**config.mk**
```make
export PLATFORM = sky130hd
export DESIGN_NAME = xfn_byte_shuttle
export DESIGN_NICKNAME = d
export VERILOG_FILES = /design/src/rtl/xfn_byte_shuttle_pkg.sv /design/src/rtl/xfn_settle_timer.sv /design/src/rtl/xfn_byte_shuttle.sv
export SDC_FILE = /design/constraint.sdc
export NUM_CORES = 1
export LEC_CHECK = 0
export CAP_MARGIN = 20
export CELL_PAD_IN_SITES_DETAIL_PLACEMENT = 1
export CELL_PAD_IN_SITES_GLOBAL_PLACEMENT = 2
export CORE_MARGIN = 2
export CORE_UTILIZATION = 28
export CTS_BUF_LIST = sky130_fd_sc_hd__clkbuf_16
export CTS_CLUSTER_SIZE = 14
export DETAILED_ROUTE_END_ITERATION = 7
export GPL_TIMING_DRIVEN = 0
export PLACE_DENSITY_LB_ADDON = 0.1
export SETUP_SLACK_MARGIN = 0.4
export SLEW_MARGIN = 20
export SYNTH_ARGS = -nofsm -noshare
export SYNTH_HDL_FRONTEND = slang
export SYNTH_SLANG_ARGS = --single-unit
```
**constraint.sdc**
```tcl
create_clock -name clk -period 2.7 [get_ports clk]
set_input_delay 0.405 -clock clk [delete_from_list [all_inputs] [get_ports clk]]
set_output_delay 0.405 -clock clk [all_outputs]
set_load 0.01 [all_outputs]
```
**src/rtl/xfn_byte_shuttle_pkg.sv**
```systemverilog
// xfn_byte_shuttle_pkg: shared byte width, FSM encoding and settle range check
package xfn_byte_shuttle_pkg;
  localparam int BYTE_W = 8;
  typedef enum logic [1:0] {
    XFN_IDLE   = 2'd0,
    XFN_SETTLE = 2'd1,
    XFN_SEND   = 2'd2
  } xfn_state_t;
  function automatic bit settle_ok(input int s);
    return (s >= 1) && (s <= 255);
  endfunction
endpackage

```
**src/rtl/xfn_settle_timer.sv**
```systemverilog
// xfn_settle_timer: 8-bit loadable down-counter flagging its final cycle
module xfn_settle_timer
  import xfn_byte_shuttle_pkg::*;
(
  input  logic              clk,
  input  logic              rst_n,
  input  logic              i_load,
  input  logic [BYTE_W-1:0] i_load_val,
  input  logic              i_en,
  output logic              o_last
);
  logic [BYTE_W-1:0] r_cnt;
  // load wins over decrement so a fresh operand always restarts the full settle time
  always_ff @(posedge clk) begin
    if (!rst_n) r_cnt <= '0;
    else if (i_load) r_cnt <= i_load_val;
    else if (i_en) r_cnt <= r_cnt - 8'd1;
  end
  assign o_last = (r_cnt == 8'd1);
endmodule

```
**src/rtl/xfn_byte_shuttle.sv**
```systemverilog
// xfn_byte_shuttle: registers a UART byte into a combinational function and hands the result to the transmitter
module xfn_byte_shuttle
  import xfn_byte_shuttle_pkg::*;
#(
  parameter int SETTLE_CYCLES = 1,
  parameter int COUNT_W       = 16
) (
  input  logic               clk,
  input  logic               rst_n,
  input  logic [BYTE_W-1:0]  rx_byte,
  input  logic               rx_valid,
  output logic [BYTE_W-1:0]  fn_x,
  input  logic [BYTE_W-1:0]  fn_out,
  output logic [BYTE_W-1:0]  tx_byte,
  output logic               tx_valid,
  input  logic               tx_ready,
  output logic               busy,
  output logic               overrun,
  input  logic               overrun_clear,
  output logic [COUNT_W-1:0] txn_count
);
  if (!settle_ok(SETTLE_CYCLES)) begin : g_bad_settle
    $error("SETTLE_CYCLES must be in 1..255");
  end
  xfn_state_t r_state, w_next;
  logic [BYTE_W-1:0]  r_fn_x, r_tx_byte;
  logic               r_tx_valid, r_overrun;
  logic [COUNT_W-1:0] r_txn;
  logic               w_last, w_accept, w_capture, w_hs, w_drop;
  assign w_accept  = (r_state == XFN_IDLE) && rx_valid;
  assign w_capture = (r_state == XFN_SETTLE) && w_last;
  assign w_hs      = (r_state == XFN_SEND) && r_tx_valid && tx_ready;
  assign w_drop    = (r_state != XFN_IDLE) && rx_valid;
  xfn_settle_timer u_timer (
    .clk        (clk),
    .rst_n      (rst_n),
    .i_load     (w_accept),
    .i_load_val (8'(SETTLE_CYCLES)),
    .i_en       (r_state == XFN_SETTLE),
    .o_last     (w_last)
  );
  // next state; the unused encoding falls back to IDLE
  always_comb begin
    w_next = XFN_IDLE;
    case (r_state)
      XFN_IDLE:   w_next = w_accept  ? XFN_SETTLE : XFN_IDLE;
      XFN_SETTLE: w_next = w_capture ? XFN_SEND   : XFN_SETTLE;
      XFN_SEND:   w_next = w_hs      ? XFN_IDLE   : XFN_SEND;
      default:    w_next = XFN_IDLE;
    endcase
  end
  // state, operand/result registers, sticky overrun (clear dominates) and handshake counter
  always_ff @(posedge clk) begin
    if (!rst_n) begin
      r_state    <= XFN_IDLE;
      r_fn_x     <= '0;
      r_tx_byte  <= '0;
      r_tx_valid <= 1'b0;
      r_overrun  <= 1'b0;
      r_txn      <= '0;
    end else begin
      r_state <= w_next;
      if (w_accept) r_fn_x <= rx_byte;
      if (w_capture) r_tx_byte <= fn_out;
      r_tx_valid <= w_capture ? 1'b1 : (w_hs ? 1'b0 : r_tx_valid);
      r_overrun  <= overrun_clear ? 1'b0 : (w_drop ? 1'b1 : r_overrun);
      if (w_hs) r_txn <= r_txn + COUNT_W'(1);
    end
  end
  assign fn_x      = r_fn_x;
  assign tx_byte   = r_tx_byte;
  assign tx_valid  = r_tx_valid;
  assign busy      = (r_state != XFN_IDLE);
  assign overrun   = r_overrun;
  assign txn_count = r_txn;
endmodule

```
# Word-level counts from Yosys, hierarchy flattened
# Index checks and enable logic that the tools add are counted.
[word_totals]
register_bits = 44
inputBits = 21
out_inout_bits = 35
elab_cells = 33
[op_classes]
n_addsub = 2
n_eq_ne = 3
n_mux = 8
bitwise_logic = 1
reduce_logical = 11
[op_table]
columns = ["op", "n"]
rows = [
  ["adder 16 x 1 -> 16 bit, second input constant", 1],
  ["equality test 8 x 1 -> 1 bit, second input constant", 1],
  ["subtractor 8 x 1 -> 8 bit, second input constant", 1],
  ["one-hot mux 2 bit (3 select lines)", 1],
  ["nonzero test 2 bit", 3],
  ["logical AND 1 bit", 5],
  ["2-to-1 mux 1 bit", 5],
  ["2-to-1 mux 2 bit", 2],
  ["OR reduction 2 bit", 2],
  ["equality test 2 x 1 -> 1 bit, second input constant", 1],
  ["equality test 2 bit, second input constant", 1],
  ["logical NOT 2 bit", 1],
  ["inverter 1 bit", 1],
]

# Longest topological paths before layout
[depth]
word_depth = 5
mapped_depth = 6
mapped_depth_nobuf = 6

# By module
# From an unflattened synthesis, not the netlist that was laid out.
[unflattened]
hier_cells = 234
hier_area_um2 = 1938.1
[modules_own_cells]
columns = ["mod", "n_inst", "cells_per_inst", "area_each_um2", "seq_area_each_um2"]
rows = [
  ["xfn_byte_shuttle", 1, 176, 1452.6, 720.7],
  ["xfn_settle_timer", 1, 58, 485.5, 160.2],
]

# Worst setup path before layout
# No wires, ideal clock.
[synth_path]
path_type = "register -> register"
startpoint = "register r_txn[0] (netlist: txn_count[0])"
endpoint = "register r_txn[12] (netlist: txn_count[12])"
setup_time_ns = 0.070
arrival_ns = 1.599
required_time_ns = 2.630
slack_ns = 1.030
path_stages_with_launch = 6
path_buffers = 0
period_less_slack_ns = 1.670
cell_sequence = "dfxtp_1 > ha_1 > nand2_1 > or3_1 > or4_1 > a21oi_1"
[synth_between]
elab_chain_len = 1
[synth_rtl]
columns = ["element", "line", "rtl"]
rows = [
  ["start, declared", "xfn_byte_shuttle.sv:28", "logic [COUNT_W-1:0] r_txn;"],
  ["start signal, assigned", "xfn_byte_shuttle.sv:67", "if (w_hs) r_txn <= r_txn + COUNT_W'(1);"],
  ["adder 16 x 1 -> 16 bit", "xfn_byte_shuttle.sv:67", ""],
]
# Every way passes these cells.
# A chain may end at the register's enable or synchronous reset.

# Final worst setup path
[layout_path]
startpoint = "register r_state[1]"
endpoint = "output busy"
[layout_between]
elab_chain_len = 1
[layout_rtl]
columns = ["element", "line", "rtl"]
rows = [
  ["start, declared", "xfn_byte_shuttle.sv:25", "xfn_state_t r_state, w_next;"],
  ["start signal, assigned", "xfn_byte_shuttle.sv:62", "r_state <= w_next;"],
  ["nonzero test 2 bit", "xfn_byte_shuttle.sv:73", "assign busy = (r_state != XFN_IDLE);"],
  ["end, declared", "xfn_byte_shuttle.sv:17", "output logic busy,"],
]
# Every way passes these cells.

==> run summary <==
Headroom to the max-slew limit came out at 62.9%. The number of buffer cells added on primary ports came out at 55. After synthesis, the largest family of logic cells by area is simple AND/OR/NAND/NOR gates. The capture instance of the worst register-to-register path is txn_count[12]. In the final routed layout, each cell accounts on average for 13.9 um.

The buffer levels on the longest clock path came out at 2. Detailed routing inserted a total of 1701 vias. Setup repair after global routing left no endpoint under its margin. The starting DRC count in detailed routing came out at 26.

The final number of setup-violating endpoints came out at 0. The later-pin clock latency in the skew report came out at 0.28 ns. The met2 track utilization from global routing came out at 23.5%. The worst setup path is of the reg -> out kind. The via count of the first global-routing pass came out at 1696. The worst setup path is captured at an output port. IR analysis of the VDD net gives a maximum drop of 0.298 mV. The final-report max-slew violation count is 0. The post-synthesis instance total came out at 215. The row count came out at 29.

The post-detailed-placement half-perimeter wirelength is 3600 um. Summed over all failing endpoints, the final setup total negative slack is 0 ns. Dividing the final minimum period by the clock period gives 70.2%. The wire length after detailed routing came out at 4920 um.

Traced cell by cell, the critical path runs through nor2_1 -> inv_1 -> clkdlybuf4s50_1. The adder and majority cell fraction of the synthesized area came out at 2.04%. The layer flagged by global routing as most heavily used is met2. In this run the critical register-to-register path is launched from txn_count[0]. The number of search-and-repair iterations in the first detailed-routing pass came out at 4. The worst hold path begins at fn_x[4].

The path class of the tightest hold or removal check is reg -> reg. From synthesis to final layout, the design area changed by 42.7%. TritonCTS built the clock tree.

The number of vias per cell after detailed routing came out at 4.79. The maximum clock rate is 527 MHz. The depth of the worst register-to-register path came out at 5.

The die boundary height is 85.1 um. Across all register-to-register paths, the minimum setup slack is 0.90 ns. On the worst path, the slowest cell contributes a delay of 0.55 ns. The die covers 0.00724 mm2. STA classifies the critical path startpoint as a flip-flop. The total global routing track utilization came out at 14.6%. In the layout the commonest cells are sky130_fd_sc_hd__clkdlybuf4s50_1, sky130_fd_sc_hd__dfxtp_1, sky130_fd_sc_hd__nand2_1, sky130_fd_sc_hd__nor2_1, sky130_fd_sc_hd__a21oi_1. The net count of the finished layout came out at 301.

The number of buffers inserted for hold repair after clock tree synthesis came out at 0. Buffers inserted during clock tree synthesis total 5. The post-CTS setup repair buffer count came out at 0.

Clock-pin slew was measured on the worst setup and hold paths at 0.06 ns. The most common cell after layout, fill and taps aside is sky130_fd_sc_hd__clkdlybuf4s50_1. The measured slew at the worst slew-check pin came out at 0.551 ns. The final setup skew is 0.00584 ns. The global routing usage on met3 is 4.18%.

The area of the mapped netlist is 0.00184 mm2. In this run, synthesis inferred 0 flip-flops with an integrated enable. The area of the core is 0.00635 mm2. The antenna cell count is 0.

The top fanout value on the critical path is 6. The largest net degree at the start of global routing is 14. The final critical path time including I/O delays and setup came out at 1.90 ns. The share of the synthesized netlist area taken by xor and xnor gates came out at 7.61%. Cells with a size suffix above 1 make up 5.04% of the layout.

The global-route wire length before repair is 8400 um. The required time at the endpoint of the critical path came out at 2.30 ns. The remaining number of nets flagged by the antenna check after routing is 0. CTS built an H-tree with a depth of 2. A synthesized cell averages 8.56 um2. The sequential fraction of the synthesis area is 47.9%.

For the worst setup path, the data arrival time is 1.49 ns. The routability congestion estimate from global placement came out at 0.700. The final count of hold timing violations is 0. After synthesis, the share of cell area in mux cells is 1.63%. The synthesized netlist net count is 239. The number of gates resized after cts came out at 0. The distinct cell type count of the synthesized netlist came out at 31. The tree is rooted in a sky130_fd_sc_hd__clkbuf_16. The ratio of total power to cell area came out at 579 mW/mm2. In this run the static leakage power is 0.969 nW. The effective utilization at floorplan is 29.0%.

The overall die width came out at 85.1 um. The dominant register cell in the synthesized netlist is sky130_fd_sc_hd__dfxtp_1. The total number of clock tree sinks came out at 44.

The top-level I/O count is 56. On the critical path, the stage with the largest delay is an instance of sky130_fd_sc_hd__clkdlybuf4s50_1. The fraction of the mapped netlist area in simple logic gates came out at 29.5%. The max-cap check violation count came out at 0. The warning count from the yosys run came out at 0. Counting flops and latches in the post-synthesis netlist gives 44. The proportion of synthesized flip-flops having asynchronous set or reset is 0%.

The DRC violation count after routing came out at 0. The number of antenna violations at the first check in global routing is 0. The run finished with clean final reports.

The total overflow left after global routing is 0. The compound-gate portion of the synthesized area came out at 8.16%. The overall power consumption is 1.52 mW.

The end point of the most critical hold path is fn_x[4]. The global-route track usage on met1 came out at 18.8%. The number of cells on the worst hold path is 2.
==> report_power, final <==
group / switching [mW] / internal (mW) / leakage [nW]
registers: 0.0302 / 0.683 / 0.357
logic: 0.114 / 0.114 / 0.541
clock network: 0.243 / 0.336 / 0.0710
==> metal layers <==
layer	up-vias	wire length (um)
li1	858	-
met4	0	67
met1	811	2330
met5	-	0
met3	6	180
met2	26	2340
==> worst max-delay path by stage <==
stage	depth (start not counted)	start	endpoint
after global placement	5	tx_ready	txn_count[12]
after CTS	3	r_state[1]	busy
after floorplan	5	txn_count[0]	txn_count[12]
after global routing	5	tx_ready	txn_count[13]
final	3	r_state[1]	busy
after detailed placement	5	tx_ready	txn_count[12]
==> cell type report <==
type,instances,area (um2)
Buffer,8,32.5
Tap cell,77,96.3
Clock buffer,5,125
Fill cell,752,3720
Sequential cell,44,881
Inverter,7,26.3
Clock inverter,3,13.8
Timing Repair Buffer,55,551
Multi-Input combinational cell,156,901
==> cell usage after synthesis, drive strengths merged (2+ instances only) <==
cell    number  area, um2
a21oi       16       80.1
and3         2       12.5
buf          2       10.0
clkbuf       6       22.5
dfxtp       44        881
ha           3       37.5
inv          7       26.3
mux2i        3       30.0
nand2       39        146
nand2b       3       18.8
nand3       15       75.1
nand4        8       65.1
nor2        21       78.8
nor3         4       20.0
nor4         6       43.8
o21a         2       15.0
o21ai        8       40.0
xnor2        9       78.8
xor2         7       61.3
==> metrics by stage <==
step	std cells	area, um2	hold slack, ns	utilization, %	setup slack [ns]
3_3_place_gp	347	2490	0.445	39.2	0.530
6_report	355	2630	0.459	41.4	0.804
4_1_cts	355	2630	0.461	41.4	0.786
3_5_place_dp	347	2490	0.453	39.2	0.526
2_1_floorplan	215	1840	0.458	-	1.03
5_1_grt	355	2630	0.481	41.4	0.661
==> flip-flops by register name, indices dropped and copies added, names as in the netlist <==
signal	cells
txn_count	16
u_timer.r_cnt	8
tx_valid	1
tx_byte	8
overrun	1
fn_x	8
r_state	2
==> kinds of logic (layout without fill, tap and decap cells) <==
family	after synthesis	count (layout)
DFF	44	44
AOI/OAI and AO/OA	28	28
adders and majority gates	3	3
muxes	3	3
and+or+nand+nor	106	106
buffers and inverters	15	78
xor gates and xnor gates	16	16
==> critical path, delay by kind of cell, from the launching register on <==
| family | cells | cell delay [ns] |
|---|---|---|
| buffers and inverters | 2 | 0.64 |
| DFF | 1 | 0.47 |
| and+or+nand+nor | 1 | 0.10 |
(Power assumes the default switching activity.)
==> RTL edit 1, RTL diff (same flow settings) <==
Set the parameter `COUNT_W` to 12 (it was 16).
--- a/src/rtl/xfn_byte_shuttle.sv
+++ b/src/rtl/xfn_byte_shuttle.sv
@@ -3,7 +3,7 @@
   import xfn_byte_shuttle_pkg::*;
 #(
   parameter int SETTLE_CYCLES = 1,
-  parameter int COUNT_W       = 16
+  parameter int COUNT_W       = 12
 ) (
   input  logic               clk,
   input  logic               rst_n,
Ports: changed (resized txn_count); port bits go from 56 to 52. No check against the original RTL was run, so the function may have changed too.
==> RTL edit 1 against the original RTL <==
Area after synthesis is 4.9% lower; die area is 4.7% lower; worst setup slack worse by 0.077 ns; utilization is 0.29 points higher; maximum frequency is 3.9% lower; via count is 4.4% lower; non-clock buffer count is 2 lower; total power is 5.5% lower; sequential cell count is 4 lower; wire length is 1.5% lower; final area is 5.0% lower; count of clock-buffer cells in the layout stayed put; largest power group unchanged.
==> RTL edit 1: results (changes against the original RTL) <==
metric	value	unit	change
status	finished, final reports clean		unchanged
synth.distinct_cells	41		was 31
grt_start_max_net_pins	13		was 14
routabilityCongestion	0.695		was 0.700
pre_cts_slack	0.238	ns	was 0.526 ns
p_clk	0.568	mW	was 0.579 mW
synth_area_leaders	dfxtp_1 46%, nand2_1 8.4%, mux2i_1 8.0%, a21oi_1 5.1%, ha_1 2.1%		was dfxtp_1 48%, nand2_1 8.0%, a21oi_1 4.4%, nor2_1 4.3%, xnor2_1 4.3%
crit_arrival	2.17	ns	was 1.49 ns
ys_seq_area_frac	0.457		was 0.479
finalWirelength	4.85	mm	was 4.92 mm
worst_slew_pin_slew	0.662	ns	was 0.551 ns
nets	281		was 301
finalClockSkew	0.00365	ns	was 0.00584 ns
dpl.hpwl	3.55	mm	was 3.60 mm
dpl_cell_area	2350	µm²	was 2490 µm²
p_switching	0.363	mW	was 0.388 mW
grt_pass1_wl	8.33	mm	was 8.40 mm
via_per_inst	4.89		was 4.79
cp_max_fo	10		was 6
ir_worst_vdd	0.264	mV	was 0.298 mV
synthCells	199		was 215
design_power_total	1.44	mW	was 1.52 mW
ys_top_cells_by_count	40 x dfxtp_1, 39 x nand2_1, 18 x a21oi_1		was 44 x dfxtp_1, 39 x nand2_1, 21 x nor2_1
grt_usage	0.147		was 0.146
synth_warnings	0		unchanged
drt_iter0_markers	55		was 26
portBuffers	51		was 55
cts_setup_buffers	0		unchanged
seq_power_share	0.450		was 0.469
p_leak	0.877	nW	was 0.969 nW
fin_cells	333		was 355
grt_pass1_vias	1704		was 1696
drive_gt1_frac	0.0659		was 0.0504
largest_register_ffs	12		was 16
[RTL edit 1: critical path: stages]
cell and delay [ns]:
clkdlybuf4s50_1 0.62, clkbuf_1 0.44, clkbuf_1 0.44, nand2_1 0.10, mux2i_1 0.16
[RTL edit 1: per-layer routing]
metal	share of wire	vias to the layer above	wire (µm)	GRT usage
li1	-	825	-	-
met3	0.043	4	207	0.0417
met1	0.47	777	2270	0.176
met4	0.0078	0	38	0.0447
met2	0.48	21	2330	0.253
met5	0	-	0	0
[RTL edit 1: final timing paths]
path | startpoint | slack (ns) | to
setup reg to reg | r_state[0] | 0.99 | tx_byte[3]
hold reg to reg | fn_x[3] | 0.46 | fn_x[3]
hold / removal | fn_x[3] | 0.46 | fn_x[3]
setup / recovery | rst_n | 0.73 | tx_byte[3]
[RTL edit 1: layout make-up]
type / count / area [µm²]
plain buffers: 10 / 47.5
well taps: 75 / 93.8
clock buffers: 5 / 125
multi-input cells: 142 / 877
clock inverters: 3 / 13.8
inverters: 7 / 26.3
repair buffers: 51 / 510
flip-flops and latches: 40 / 801
fillers: 715 / 3500
[RTL edit 1: timing repair]
item	in CTS	in global routing
hold buffers	0	0
gates resized for setup	0	1
endpoints found under the setup margin	0	1
[RTL edit 1: logic make-up after synthesis]
group | after synthesis | share of synthesized area
AO/OA/AOI/OAI | 36 | 0.129
flip-flops | 40 | 0.457
AND/OR/NAND/NOR | 88 | 0.265
adder cells (fa/ha/maj) | 3 | 0.0214
XOR/XNOR | 1 | 0.00500
multiplexers | 14 | 0.0801
buffers and inverters | 17 | 0.0415
==> RTL edit 2, RTL diff (same flow settings) <==
Without the edit above. The 3 states of `xfn_state_t` get a one-hot encoding in 3 bits.
--- a/src/rtl/xfn_byte_shuttle_pkg.sv
+++ b/src/rtl/xfn_byte_shuttle_pkg.sv
@@ -1,10 +1,10 @@
 // xfn_byte_shuttle_pkg: shared byte width, FSM encoding and settle range check
 package xfn_byte_shuttle_pkg;
   localparam int BYTE_W = 8;
-  typedef enum logic [1:0] {
-    XFN_IDLE   = 2'd0,
-    XFN_SETTLE = 2'd1,
-    XFN_SEND   = 2'd2
+  typedef enum logic [2:0] {
+    XFN_IDLE   = 3'b001,
+    XFN_SETTLE = 3'b010,
+    XFN_SEND   = 3'b100
   } xfn_state_t;
   function automatic bit settle_ok(input int s);
     return (s >= 1) && (s <= 255);
Behaviour: same outputs for any inputs over 10 cycles, from zero or initial values and one cycle with rst_n low; not proved beyond that.
==> RTL edit 2 against the original RTL <==
Combinational power decreased by 44%; sequential cell count increased by 1; final area increased by 0.81%; total power decreased by 8.2%; synthesized cell count increased by 2.8%; first-iteration DRC count increased by 130%; wire length increased by 1.7%; critical path depth unchanged; worst setup slack got worse by 0.18 ns; register-to-register slack got worse by 0.25 ns; area after synthesis increased by 1.5%; largest power group unchanged; highest routed layer unchanged.
==> RTL edit 2: results (changes against the original RTL) <==
metric	value	unit	change
status	finished, final reports clean		unchanged
grt_pass1_vias	1807		was 1696
drt-pass1-iter-count	3		was 4
p_sw_frac	0.229		was 0.255
wl_per_cell	13.9	µm	about the same
synth_fa_ha_area_frac	0.0201		was 0.0204
synth_nets	245		was 239
whs	0.455	ns	was 0.459 ns
cellPowerDensity	527	nW/µm²	was 579 nW/µm²
cp_slowest_stage_delay	0.49	ns	was 0.55 ns
dp.cells	353		was 347
num_vias	1745		was 1701
clock_sink_count	45		was 44
min-delay-start	fn_x[7]		was fn_x[4]
pg_comb	0.129	mW	was 0.229 mW
grt_start_max_net_pins	13		was 14
r2r-start	r_state[2]		was txn_count[0]
p_leak	0.902	nW	was 0.969 nW
drive_gt1_frac	0.0318		was 0.0504
grt_pass1_wl	8.76	mm	was 8.40 mm
rrSetupSlack	0.65	ns	was 0.90 ns
timing.rr.end	txn_count[11]		was txn_count[12]
dpl.hpwl	3.64	mm	was 3.60 mm
min_to	fn_x[7]		was fn_x[4]
via_per_inst	4.85		was 4.79
crit_arrival	1.67	ns	was 1.49 ns
multi_input_area_share	0.345		was 0.343
synth.distinct_cells	34		was 31
finalClockSkew	0.00387	ns	was 0.00584 ns
ir_worst_vdd	0.269	mV	was 0.298 mV
final_util	0.415		was 0.414
clkCellAreaFrac	0.0501		was 0.0529
dpl_cell_area	2510	µm²	was 2490 µm²
synth_compound_area_frac	0.107		was 0.0816
relSlewSlack	0.347		was 0.629
seq_share	0.340		was 0.335
cts_root_buf	clkbuf_16		unchanged
nets	307		was 301
nonClkBufAreaFrac	0.220		was 0.222
grt_usage	0.146		about the same
drt_iter0_markers	61		was 26
synth_mux_area_frac	0.0107		was 0.0163
routabilityCongestion	0.659		was 0.700
multi_input_cells	162		was 156
fillers	763		was 752
cp_max_fo	7		was 6
hp-class	reg2reg		unchanged
ys_seq_area_frac	0.482		was 0.479
pre_cts_slack	0.443	ns	was 0.526 ns
synth-xor-area-share	0.0656		was 0.0761
inverters	6		was 7
## RTL edit 2: changes by cell type in the layout (fill, tap and decap cells not counted), moves of 3 or more
cell     before  now
nor3_1        4    1
xnor2_1       9    3
or4_1         1    4
xor2_1        7   11
a21oi_1      16   21
o31ai_1       1    4
## RTL edit 2: worst max path at each step
| stage | slack, ns | cells past startpoint | from | end |
|---|---|---|---|---|
| CTS | 0.61 | 3 | r_state[0] | busy |
| global route | 0.43 | 4 | u_timer.r_cnt[4] | tx_byte[0] |
| global placement | 0.46 | 6 | tx_ready | txn_count[13] |
| detailed placement | 0.44 | 6 | tx_ready | txn_count[11] |
| floorplan | 0.84 | 5 | r_state[2] | txn_count[13] |
| finish | 0.63 | 3 | r_state[0] | busy |
## RTL edit 2: per-layer routing
metal,track usage,up-vias,routed length (µm)
met4,0.0390,0,57
met5,0,-,0
met1,0.194,816,2460
li1,-,887,-
met3,0.0395,6,264
met2,0.234,36,2220
